File: config.mk
export PLATFORM = sky130hd
export DESIGN_NAME = mam_burst_split_flat
export DESIGN_NICKNAME = d
export VERILOG_FILES = /design/src/rtl/mam_burst_split_pkg.sv /design/src/rtl/mam_burst_split_if.sv /design/src/rtl/mam_burst_split_chunk.sv /design/src/rtl/mam_burst_split.sv /design/src/flat_wrapper.sv
export SDC_FILE = /design/constraint.sdc
export NUM_CORES = 1
export LEC_CHECK = 0
export BUFFER_PORTS_ARGS = -buffer_cell sky130_fd_sc_hd__buf_2
export CAP_MARGIN = 40
export CORE_AREA = 2 2 139 107
export CTS_CLUSTER_DIAMETER = 80
export DETAILED_ROUTE_END_ITERATION = 8
export DIE_AREA = 0 0 141 109
export PLACE_DENSITY = 0.77
export SYNTH_ARGS = -nofsm -noshare
export SYNTH_HDL_FRONTEND = slang
export SYNTH_SLANG_ARGS = --single-unit
File: constraint.sdc
create_clock -name CLK_I -period 4.6 [get_ports CLK_I]
set_input_delay 0.23 -clock CLK_I [delete_from_list [all_inputs] [get_ports CLK_I]]
set_output_delay 0.23 -clock CLK_I [all_outputs]
set_load 0.02 [all_outputs]
File: src/rtl/mam_burst_split_pkg.sv
// Shared types and constants for the MAM burst splitter.
package mam_burst_split_pkg;

  // Width of the per-sub-request beat count on the req_* port.
  localparam int BEAT_W = 14;

  // Splitter control states.
  typedef enum logic [1:0] {
    IDLE  = 2'd0,
    ISSUE = 2'd1,
    XFER  = 2'd2
  } state_e;

  // Bytes per data word for a given word width.
  function automatic int bytes_of(input int data_width);
    return data_width / 8;
  endfunction

endpackage

File: src/rtl/mam_burst_split_if.sv
// Bus bundles around the MAM burst splitter.
//
// Handshake rule for every valid/ready pair below: the source raises valid
// and keeps it and its payload stable until the sink has ready high in the
// same cycle; a transfer happens on exactly the rising clock edge where
// valid && ready. Ready may depend combinationally on valid; valid never
// depends on ready.

// Upstream side: one long request plus its write and read data streams.
// master = requester, slave = splitter.
interface mam_up_if #(
  parameter int DATA_WIDTH  = 16,
  parameter int ADDR_WIDTH  = 32,
  parameter int WORDS_WIDTH = 16
);
  logic                      up_req_valid;
  logic                      up_req_ready;
  logic                      up_req_rw;
  logic [ADDR_WIDTH-1:0]     up_req_addr;
  logic                      up_req_burst;
  logic [WORDS_WIDTH-1:0]    up_req_words;
  logic                      up_done;
  logic                      up_wr_valid;
  logic [DATA_WIDTH-1:0]     up_wr_data;
  logic [DATA_WIDTH/8-1:0]   up_wr_strb;
  logic                      up_wr_ready;
  logic                      up_rd_valid;
  logic [DATA_WIDTH-1:0]     up_rd_data;
  logic                      up_rd_ready;

  modport master (
    output up_req_valid, up_req_rw, up_req_addr, up_req_burst, up_req_words,
    output up_wr_valid, up_wr_data, up_wr_strb, up_rd_ready,
    input  up_req_ready, up_done, up_wr_ready, up_rd_valid, up_rd_data
  );

  modport slave (
    input  up_req_valid, up_req_rw, up_req_addr, up_req_burst, up_req_words,
    input  up_wr_valid, up_wr_data, up_wr_strb, up_rd_ready,
    output up_req_ready, up_done, up_wr_ready, up_rd_valid, up_rd_data
  );
endinterface

// Downstream side towards the Wishbone master: legal sub-requests plus
// data streams. master = splitter, slave = Wishbone interface.
interface mam_wb_if #(
  parameter int DATA_WIDTH = 16,
  parameter int ADDR_WIDTH = 32
);
  logic                                     req_valid;
  logic                                     req_ready;
  logic                                     req_rw;
  logic [ADDR_WIDTH-1:0]                    req_addr;
  logic                                     req_burst;
  logic [mam_burst_split_pkg::BEAT_W-1:0]   req_beats;
  logic                                     write_valid;
  logic [DATA_WIDTH-1:0]                    write_data;
  logic [DATA_WIDTH/8-1:0]                  write_strb;
  logic                                     write_ready;
  logic                                     read_valid;
  logic [DATA_WIDTH-1:0]                    read_data;
  logic                                     read_ready;

  modport master (
    output req_valid, req_rw, req_addr, req_burst, req_beats,
    output write_valid, write_data, write_strb, read_ready,
    input  req_ready, write_ready, read_valid, read_data
  );

  modport slave (
    input  req_valid, req_rw, req_addr, req_burst, req_beats,
    input  write_valid, write_data, write_strb, read_ready,
    output req_ready, write_ready, read_valid, read_data
  );
endinterface

File: src/rtl/mam_burst_split_chunk.sv
// Size of the next legal sub-request: the smallest of the words still
// outstanding, the per-request beat limit and the words left before the
// next address boundary. Purely combinational.
module mam_burst_split_chunk
  import mam_burst_split_pkg::*;
#(
  parameter int ADDR_WIDTH  = 32,
  parameter int WORDS_WIDTH = 16,
  parameter int MAX_BEATS   = 256,
  parameter int BOUNDARY    = 1024,
  parameter int BYTES       = 2
) (
  input  logic [WORDS_WIDTH-1:0] rem_i,
  input  logic [ADDR_WIDTH-1:0]  addr_i,
  output logic [BEAT_W-1:0]      beats_o
);

  localparam int ABITS = $clog2(BYTES);
  localparam int CW0   = (ADDR_WIDTH + 1 > WORDS_WIDTH) ? ADDR_WIDTH + 1 : WORDS_WIDTH;
  localparam int CW    = (CW0 > BEAT_W) ? CW0 : BEAT_W;

  // One extra bit so a boundary-aligned address yields the full BOUNDARY.
  localparam logic [ADDR_WIDTH:0]   BND      = (ADDR_WIDTH + 1)'(BOUNDARY);
  localparam logic [ADDR_WIDTH-1:0] OFS_MASK = ADDR_WIDTH'(BOUNDARY - 1);

  logic [ADDR_WIDTH:0] room_bytes;
  logic [CW-1:0]       room_w;
  logic [CW-1:0]       rem_w;
  logic [CW-1:0]       lim_w;

  // Three-way minimum evaluated at a common width.
  always_comb begin
    room_bytes = BND - {1'b0, addr_i & OFS_MASK};
    room_w     = CW'(room_bytes >> ABITS);
    rem_w      = CW'(rem_i);
    lim_w      = CW'(MAX_BEATS);
    if (rem_w < lim_w) lim_w = rem_w;
    if (room_w < lim_w) lim_w = room_w;
    beats_o    = BEAT_W'(lim_w);
  end

endmodule

File: src/rtl/mam_burst_split.sv
// Splits one long MAM memory request into boundary- and length-legal
// sub-requests, issues them one at a time and steers the data streams so
// each beat belongs to the sub-request currently in flight.
module mam_burst_split
  import mam_burst_split_pkg::*;
#(
  parameter int DATA_WIDTH  = 16,
  parameter int ADDR_WIDTH  = 32,
  parameter int WORDS_WIDTH = 16,
  parameter int MAX_BEATS   = 256,
  parameter int BOUNDARY    = 1024
) (
  input  logic   CLK_I,
  input  logic   RST_NI,
  mam_up_if.slave up,
  mam_wb_if.master wb,
  output state_e state_o
);

  localparam int BYTES = bytes_of(DATA_WIDTH);
  localparam int ABITS = $clog2(BYTES);
  localparam logic [ADDR_WIDTH-1:0] ALIGN_MASK = ~ADDR_WIDTH'(BYTES - 1);

  state_e                 state_q;
  logic                   rw_q;
  logic                   burst_q;
  logic [ADDR_WIDTH-1:0]  addr_q;       // start address of the current chunk
  logic [WORDS_WIDTH-1:0] remaining_q;  // words left, including current chunk
  logic [BEAT_W-1:0]      beats_q;      // size of the current chunk
  logic [BEAT_W-1:0]      chunk_cnt_q;  // beats still due in the current chunk
  logic                   req_valid_q;
  logic                   done_q;

  logic [WORDS_WIDTH-1:0] chunk_rem;
  logic [ADDR_WIDTH-1:0]  chunk_addr;
  logic [BEAT_W-1:0]      chunk_beats;
  logic                   xfer_wr;
  logic                   xfer_rd;
  logic                   beat;

  // Source of the next chunk: the incoming request while idle, otherwise
  // the position just past the chunk now in flight.
  always_comb begin
    if (state_q == IDLE) begin
      chunk_rem  = up.up_req_burst ? up.up_req_words : WORDS_WIDTH'(1);
      chunk_addr = up.up_req_addr & ALIGN_MASK;
    end else begin
      chunk_rem  = remaining_q - WORDS_WIDTH'(beats_q);
      chunk_addr = addr_q + (ADDR_WIDTH'(beats_q) << ABITS);
    end
  end

  mam_burst_split_chunk #(
    .ADDR_WIDTH  (ADDR_WIDTH),
    .WORDS_WIDTH (WORDS_WIDTH),
    .MAX_BEATS   (MAX_BEATS),
    .BOUNDARY    (BOUNDARY),
    .BYTES       (BYTES)
  ) u_chunk (
    .rem_i   (chunk_rem),
    .addr_i  (chunk_addr),
    .beats_o (chunk_beats)
  );

  // Only the direction of the latched request is opened, and only while a
  // chunk is in flight, so no beat can slip into a neighbouring chunk.
  assign xfer_wr = (state_q == XFER) && rw_q;
  assign xfer_rd = (state_q == XFER) && !rw_q;

  assign wb.write_valid = xfer_wr && up.up_wr_valid;
  assign wb.write_data  = up.up_wr_data;
  assign wb.write_strb  = up.up_wr_strb;
  assign up.up_wr_ready = xfer_wr && wb.write_ready;

  assign up.up_rd_valid = xfer_rd && wb.read_valid;
  assign up.up_rd_data  = wb.read_data;
  assign wb.read_ready  = xfer_rd && up.up_rd_ready;

  assign beat = (wb.write_valid && wb.write_ready) || (wb.read_valid && wb.read_ready);

  assign up.up_req_ready = (state_q == IDLE);
  assign up.up_done      = done_q;
  assign wb.req_valid    = req_valid_q;
  assign wb.req_rw       = rw_q;
  assign wb.req_addr     = addr_q;
  assign wb.req_burst    = burst_q;
  assign wb.req_beats    = beats_q;
  assign state_o         = state_q;

  // Control FSM with counters and registered request/done outputs.
  always_ff @(posedge CLK_I or negedge RST_NI) begin
    if (!RST_NI) begin
      state_q     <= IDLE;
      rw_q        <= 1'b0;
      burst_q     <= 1'b0;
      addr_q      <= '0;
      remaining_q <= '0;
      beats_q     <= '0;
      chunk_cnt_q <= '0;
      req_valid_q <= 1'b0;
      done_q      <= 1'b0;
    end else begin
      done_q <= 1'b0;
      case (state_q)
        IDLE: begin
          if (up.up_req_valid) begin
            rw_q        <= up.up_req_rw;
            burst_q     <= up.up_req_burst;
            addr_q      <= chunk_addr;
            remaining_q <= chunk_rem;
            if (chunk_rem == '0) begin
              done_q <= 1'b1;
            end else begin
              beats_q     <= chunk_beats;
              req_valid_q <= 1'b1;
              state_q     <= ISSUE;
            end
          end
        end
        ISSUE: begin
          if (wb.req_ready) begin
            req_valid_q <= 1'b0;
            chunk_cnt_q <= beats_q;
            state_q     <= XFER;
          end
        end
        XFER: begin
          if (beat) begin
            chunk_cnt_q <= chunk_cnt_q - BEAT_W'(1);
            if (chunk_cnt_q == BEAT_W'(1)) begin
              remaining_q <= chunk_rem;
              addr_q      <= chunk_addr;
              if (chunk_rem == '0) begin
                done_q  <= 1'b1;
                state_q <= IDLE;
              end else begin
                beats_q     <= chunk_beats;
                req_valid_q <= 1'b1;
                state_q     <= ISSUE;
              end
            end
          end
        end
        default: state_q <= IDLE;
      endcase
    end
  end

endmodule
File: src/flat_wrapper.sv
// flat-port wrapper written by rule: the top's interface ports become plain ports
module mam_burst_split_flat import mam_burst_split_pkg::*;
#(
  parameter int DATA_WIDTH  = 16,
  parameter int ADDR_WIDTH  = 32,
  parameter int WORDS_WIDTH = 16,
  parameter int MAX_BEATS   = 256,
  parameter int BOUNDARY    = 1024
)
  (CLK_I, RST_NI, state_o, up_up_req_valid, up_up_req_rw, up_up_req_addr, up_up_req_burst, up_up_req_words, up_up_wr_valid, up_up_wr_data, up_up_wr_strb, up_up_rd_ready, up_up_req_ready, up_up_done, up_up_wr_ready, up_up_rd_valid, up_up_rd_data, wb_req_valid, wb_req_rw, wb_req_addr, wb_req_burst, wb_req_beats, wb_write_valid, wb_write_data, wb_write_strb, wb_read_ready, wb_req_ready, wb_write_ready, wb_read_valid, wb_read_data);
  mam_up_if #(.DATA_WIDTH(DATA_WIDTH), .ADDR_WIDTH(ADDR_WIDTH), .WORDS_WIDTH(WORDS_WIDTH)) up_i ();
  mam_wb_if #(.DATA_WIDTH(DATA_WIDTH), .ADDR_WIDTH(ADDR_WIDTH)) wb_i ();
  input  logic CLK_I;
  input  logic RST_NI;
  output state_e state_o;
  input wire logic [$bits(up_i.up_req_valid)-1:0] up_up_req_valid;
  input wire logic [$bits(up_i.up_req_rw)-1:0] up_up_req_rw;
  input wire logic [$bits(up_i.up_req_addr)-1:0] up_up_req_addr;
  input wire logic [$bits(up_i.up_req_burst)-1:0] up_up_req_burst;
  input wire logic [$bits(up_i.up_req_words)-1:0] up_up_req_words;
  input wire logic [$bits(up_i.up_wr_valid)-1:0] up_up_wr_valid;
  input wire logic [$bits(up_i.up_wr_data)-1:0] up_up_wr_data;
  input wire logic [$bits(up_i.up_wr_strb)-1:0] up_up_wr_strb;
  input wire logic [$bits(up_i.up_rd_ready)-1:0] up_up_rd_ready;
  output wire logic [$bits(up_i.up_req_ready)-1:0] up_up_req_ready;
  output wire logic [$bits(up_i.up_done)-1:0] up_up_done;
  output wire logic [$bits(up_i.up_wr_ready)-1:0] up_up_wr_ready;
  output wire logic [$bits(up_i.up_rd_valid)-1:0] up_up_rd_valid;
  output wire logic [$bits(up_i.up_rd_data)-1:0] up_up_rd_data;
  output wire logic [$bits(wb_i.req_valid)-1:0] wb_req_valid;
  output wire logic [$bits(wb_i.req_rw)-1:0] wb_req_rw;
  output wire logic [$bits(wb_i.req_addr)-1:0] wb_req_addr;
  output wire logic [$bits(wb_i.req_burst)-1:0] wb_req_burst;
  output wire logic [$bits(wb_i.req_beats)-1:0] wb_req_beats;
  output wire logic [$bits(wb_i.write_valid)-1:0] wb_write_valid;
  output wire logic [$bits(wb_i.write_data)-1:0] wb_write_data;
  output wire logic [$bits(wb_i.write_strb)-1:0] wb_write_strb;
  output wire logic [$bits(wb_i.read_ready)-1:0] wb_read_ready;
  input wire logic [$bits(wb_i.req_ready)-1:0] wb_req_ready;
  input wire logic [$bits(wb_i.write_ready)-1:0] wb_write_ready;
  input wire logic [$bits(wb_i.read_valid)-1:0] wb_read_valid;
  input wire logic [$bits(wb_i.read_data)-1:0] wb_read_data;
  assign up_i.up_req_valid = up_up_req_valid;
  assign up_i.up_req_rw = up_up_req_rw;
  assign up_i.up_req_addr = up_up_req_addr;
  assign up_i.up_req_burst = up_up_req_burst;
  assign up_i.up_req_words = up_up_req_words;
  assign up_i.up_wr_valid = up_up_wr_valid;
  assign up_i.up_wr_data = up_up_wr_data;
  assign up_i.up_wr_strb = up_up_wr_strb;
  assign up_i.up_rd_ready = up_up_rd_ready;
  assign up_up_req_ready = up_i.up_req_ready;
  assign up_up_done = up_i.up_done;
  assign up_up_wr_ready = up_i.up_wr_ready;
  assign up_up_rd_valid = up_i.up_rd_valid;
  assign up_up_rd_data = up_i.up_rd_data;
  assign wb_req_valid = wb_i.req_valid;
  assign wb_req_rw = wb_i.req_rw;
  assign wb_req_addr = wb_i.req_addr;
  assign wb_req_burst = wb_i.req_burst;
  assign wb_req_beats = wb_i.req_beats;
  assign wb_write_valid = wb_i.write_valid;
  assign wb_write_data = wb_i.write_data;
  assign wb_write_strb = wb_i.write_strb;
  assign wb_read_ready = wb_i.read_ready;
  assign wb_i.req_ready = wb_req_ready;
  assign wb_i.write_ready = wb_write_ready;
  assign wb_i.read_valid = wb_read_valid;
  assign wb_i.read_data = wb_read_data;
  mam_burst_split #(.DATA_WIDTH(DATA_WIDTH), .ADDR_WIDTH(ADDR_WIDTH), .WORDS_WIDTH(WORDS_WIDTH), .MAX_BEATS(MAX_BEATS), .BOUNDARY(BOUNDARY)) u_core (.CLK_I(CLK_I), .RST_NI(RST_NI), .up(up_i), .wb(wb_i), .state_o(state_o));
endmodule
==> metrics.yaml <==
setup_viol: 0
ys_ff_latch: 82
relSlewSlack_pct: 40.19
dr_total_vias: 6682
fin_cells: 1101
yosys_warnings: 0
p_seq_share_pct: 18.2
final_nets: 1050
switching_share_pct: 50.01
numCtsBuffers: 9
antenna_found_initial: 0
ant_nets: 0
p_leak_nw: 3.546
design.core.area_mm2: 0.01412
hold_viol: 0
cts-root-buf: "clkbuf_16"
first_iter_violations: 625
synth_edf_count: 0
outcome: "finished clean"
die-area_mm2: 0.01537
gp_congestion: 0.9401
dp_hpwl_um: 14960
grt_max_degree: 49
clock_sinks: 82
synth_area_leaders: "dfrtp_1 (31%), ha_1 (7.4%), o21ai_0 (4.7%)"
syn_area_mm2: 0.006721
drv_slew: 0
num_rows: 38
tightest_slew_ns: 0.8953
p_switching_mw: 3.650
pwr-share-comb_pct: 70.8
synth-main-ff-cell: "dfrtp_1"
fmax_mhz: 227.7
drt_first_pass_iters: 5
clock_path_buffers: 2
yosysSeqAreaShare_pct: 30.53
powerDensity_mw_per_mm2: 908.8
async_flop_share_pct: 100.0
cts-htree-levels: 3
final_core_util_pct: 56.88
io_buffers: 113
synth_top_area_share_pct: 30.53
place_inst: 1080
required_ns: 4.88
fin_crit_sh_pct: 95.49
pwr-share-clk_pct: 11.0
die_height_um: 109
start_kind: "register"
syn_to_final_growth_pct: 19.49
routed_wl_um: 20310
power.total_mw: 7.299
grt_pass1_vias: 6100
vias_per_cell: 6.069
grt_pass1_wl_um: 32050
nFillCells: 1300
cts_tree: "done"
intPower_mw: 3.649
clk_pin_slew_ns: 0.06
diodes: 0
pre_cts_ws_ns: -0.05026
synth_cell_type_count: 84
ios: 183
setup.worst_path.class: "register to register"
finalCriticalPeriod_ns: 4.393
maxCapViolCount: 0
clock_latency_ns: 0.35
finalClockSkew_ns: 0.005324
synth_cells: 820
drive_gt1_share_pct: 26.71
grt_overflow: 0
initial_core_util_pct: 47.60
worstPathMaxFanout: 11
critPathArrivalTime_ns: 4.68
syn_nets: 954
synth_area_leader_cell: "dfrtp_1"
endpoint_kind: "register"
track_usage_pct: 26.27
synth_common_cells: "dfrtp_1 (82), nor2_1 (77), o21ai_0 (63)"
wire_per_inst_um: 18.45
hold_class: "input port to register"
die_w_um: 141
finalWorstSetupSlack_ns: 0.2074
drc: 0
yosysMostFrequentCell: "dfrtp_1"
syn_avg_cell_area_um2: 8.197
hold_slack_ns: 0.1063
ir_drop_mv: 0.5316
-- logic make-up (layout without fill, tap and decap cells) --
| kind of cell | count (synthesis) | after routing | share of synthesized area, % |
|---|---|---|---|
| flops | 82 | 82 | 30.53 |
| mux | 6 | 6 | 0.9493 |
| other cells | 1 | 1 | 0.05579 |
| simple gates | 293 | 293 | 22.82 |
| fa+ha+maj | 42 | 42 | 8.042 |
| compound gates | 262 | 262 | 26.73 |
| buf+inv | 120 | 221 | 9.047 |
| xor+xnor | 14 | 14 | 1.824 |
-- worst paths after layout --
| kind | to | from | cells past startpoint | slack, ns |
|---|---|---|---|---|
| worst max-delay path | u_core.wb.req_beats[4] | u_core.wb.req_beats[2] | 21 | 0.21 |
| worst min-delay path | u_core.wb.req_rw | up_up_req_rw | 2 | 0.11 |
| worst max register to register | u_core.wb.req_beats[4] | u_core.wb.req_beats[2] | 21 | 0.21 |
| worst min register to register | u_core.remaining_q[11] | u_core.remaining_q[11] | 2 | 0.50 |
| max in group asynchronous | u_core.wb.req_addr[7] | RST_NI | 4 | 3.44 |
| min in group asynchronous | u_core.state_o[0] | RST_NI | 2 | 0.26 |
-- power groups by stage --
stage          clock network (mW)  registers (mW)  logic (mW)
2_1_floorplan                   0            1.49        3.12
3_3_place_gp                    0            1.31        4.55
3_5_place_dp                    0            1.33        4.65
4_1_cts                     0.810            1.31        4.70
5_1_grt                     0.840            1.37        5.68
6_report                    0.800            1.33        5.17
-- per-stage QoR --
| step | setup TNS (ns) | area [um2] |
|---|---|---|
| 2_1_floorplan | 0 | 6721 |
| 3_3_place_gp | 0 | 7406 |
| 3_5_place_dp | -0.3077 | 7441 |
| 4_1_cts | 0 | 7780 |
| 5_1_grt | -0.02734 | 8031 |
| 6_report | 0 | 8031 |
-- critical path: stages (launching register included) --
cell and delay, ns:
dfrtp_1 0.39, inv_1 0.07, ha_2 0.31, nor2b_4 0.14, o31a_4 0.31, o41ai_4 0.32, mux2i_1 0.29, and3_4 0.23
nand3_2 0.12, nor2_4 0.20, nand2_2 0.09, ha_4 0.23, a21oi_1 0.11, nor2b_1 0.07, o21ai_1 0.11, nand2_1 0.10
a211oi_2 0.27, inv_1 0.07, o31a_1 0.29, buf_4 0.18, nor4_1 0.25, a221o_1 0.18
-- repair_timing --
action | 4_1_cts | 5_1_grt
hold endpoints to repair | 12 | 0
setup endpoints to repair | 9 | 10
pin swaps | 0 | 16
resized for setup | 2 | 50
hold buffers | 1 | 0
setup buffers | 0 | 4
-- flip-flops by register name, indices dropped and copies added (netlist names) --
signal               flops
u_core.wb.req_addr      32
u_core.remaining_q      16
u_core.chunk_cnt_q      14
u_core.wb.req_beats     14
u_core.state_o           2
u_core.up.up_done        1
u_core.wb.req_burst      1
u_core.wb.req_rw         1
u_core.wb.req_valid      1
-- area by class of cell --
| class | count | area, um2 | share of cell area, % |
|---|---|---|---|
| Multi-Input combinational cell | 618 | 4302 | 53.56 |
| Sequential cell | 82 | 2053 | 25.56 |
| Timing Repair Buffer | 164 | 973.4 | 12.12 |
| Clock buffer | 12 | 246.5 | 3.069 |
| Tap cell | 180 | 225.2 | 2.804 |
| Inverter | 41 | 156.4 | 1.947 |
| Clock inverter | 4 | 75.07 | 0.9347 |
-- layer usage --
layer | vias to the layer above | global-route usage, % | wire length [um]
li1 | 3178 | - | -
met2 | 252 | 38.54 | 8853
met3 | 20 | 5.534 | 1681
met1 | 3232 | 39.55 | 9541
met4 | 0 | 6.143 | 236
met5 | - | 0 | 0
-- cells in the final DEF (no fill, tap or decap), types with 26 or more instances in the layout --
cell     Yosys  routed
a21oi_1     61      57
o21ai_0     63      60
buf_4       34      50
dfrtp_1     82      81
nor2_1      77      76
nor3_1      27      26
ha_1        40      28
buf_2       14     112
inv_1       40      38
nand2_1     47      45
Note: power is estimated with default switching activity, not from simulation.
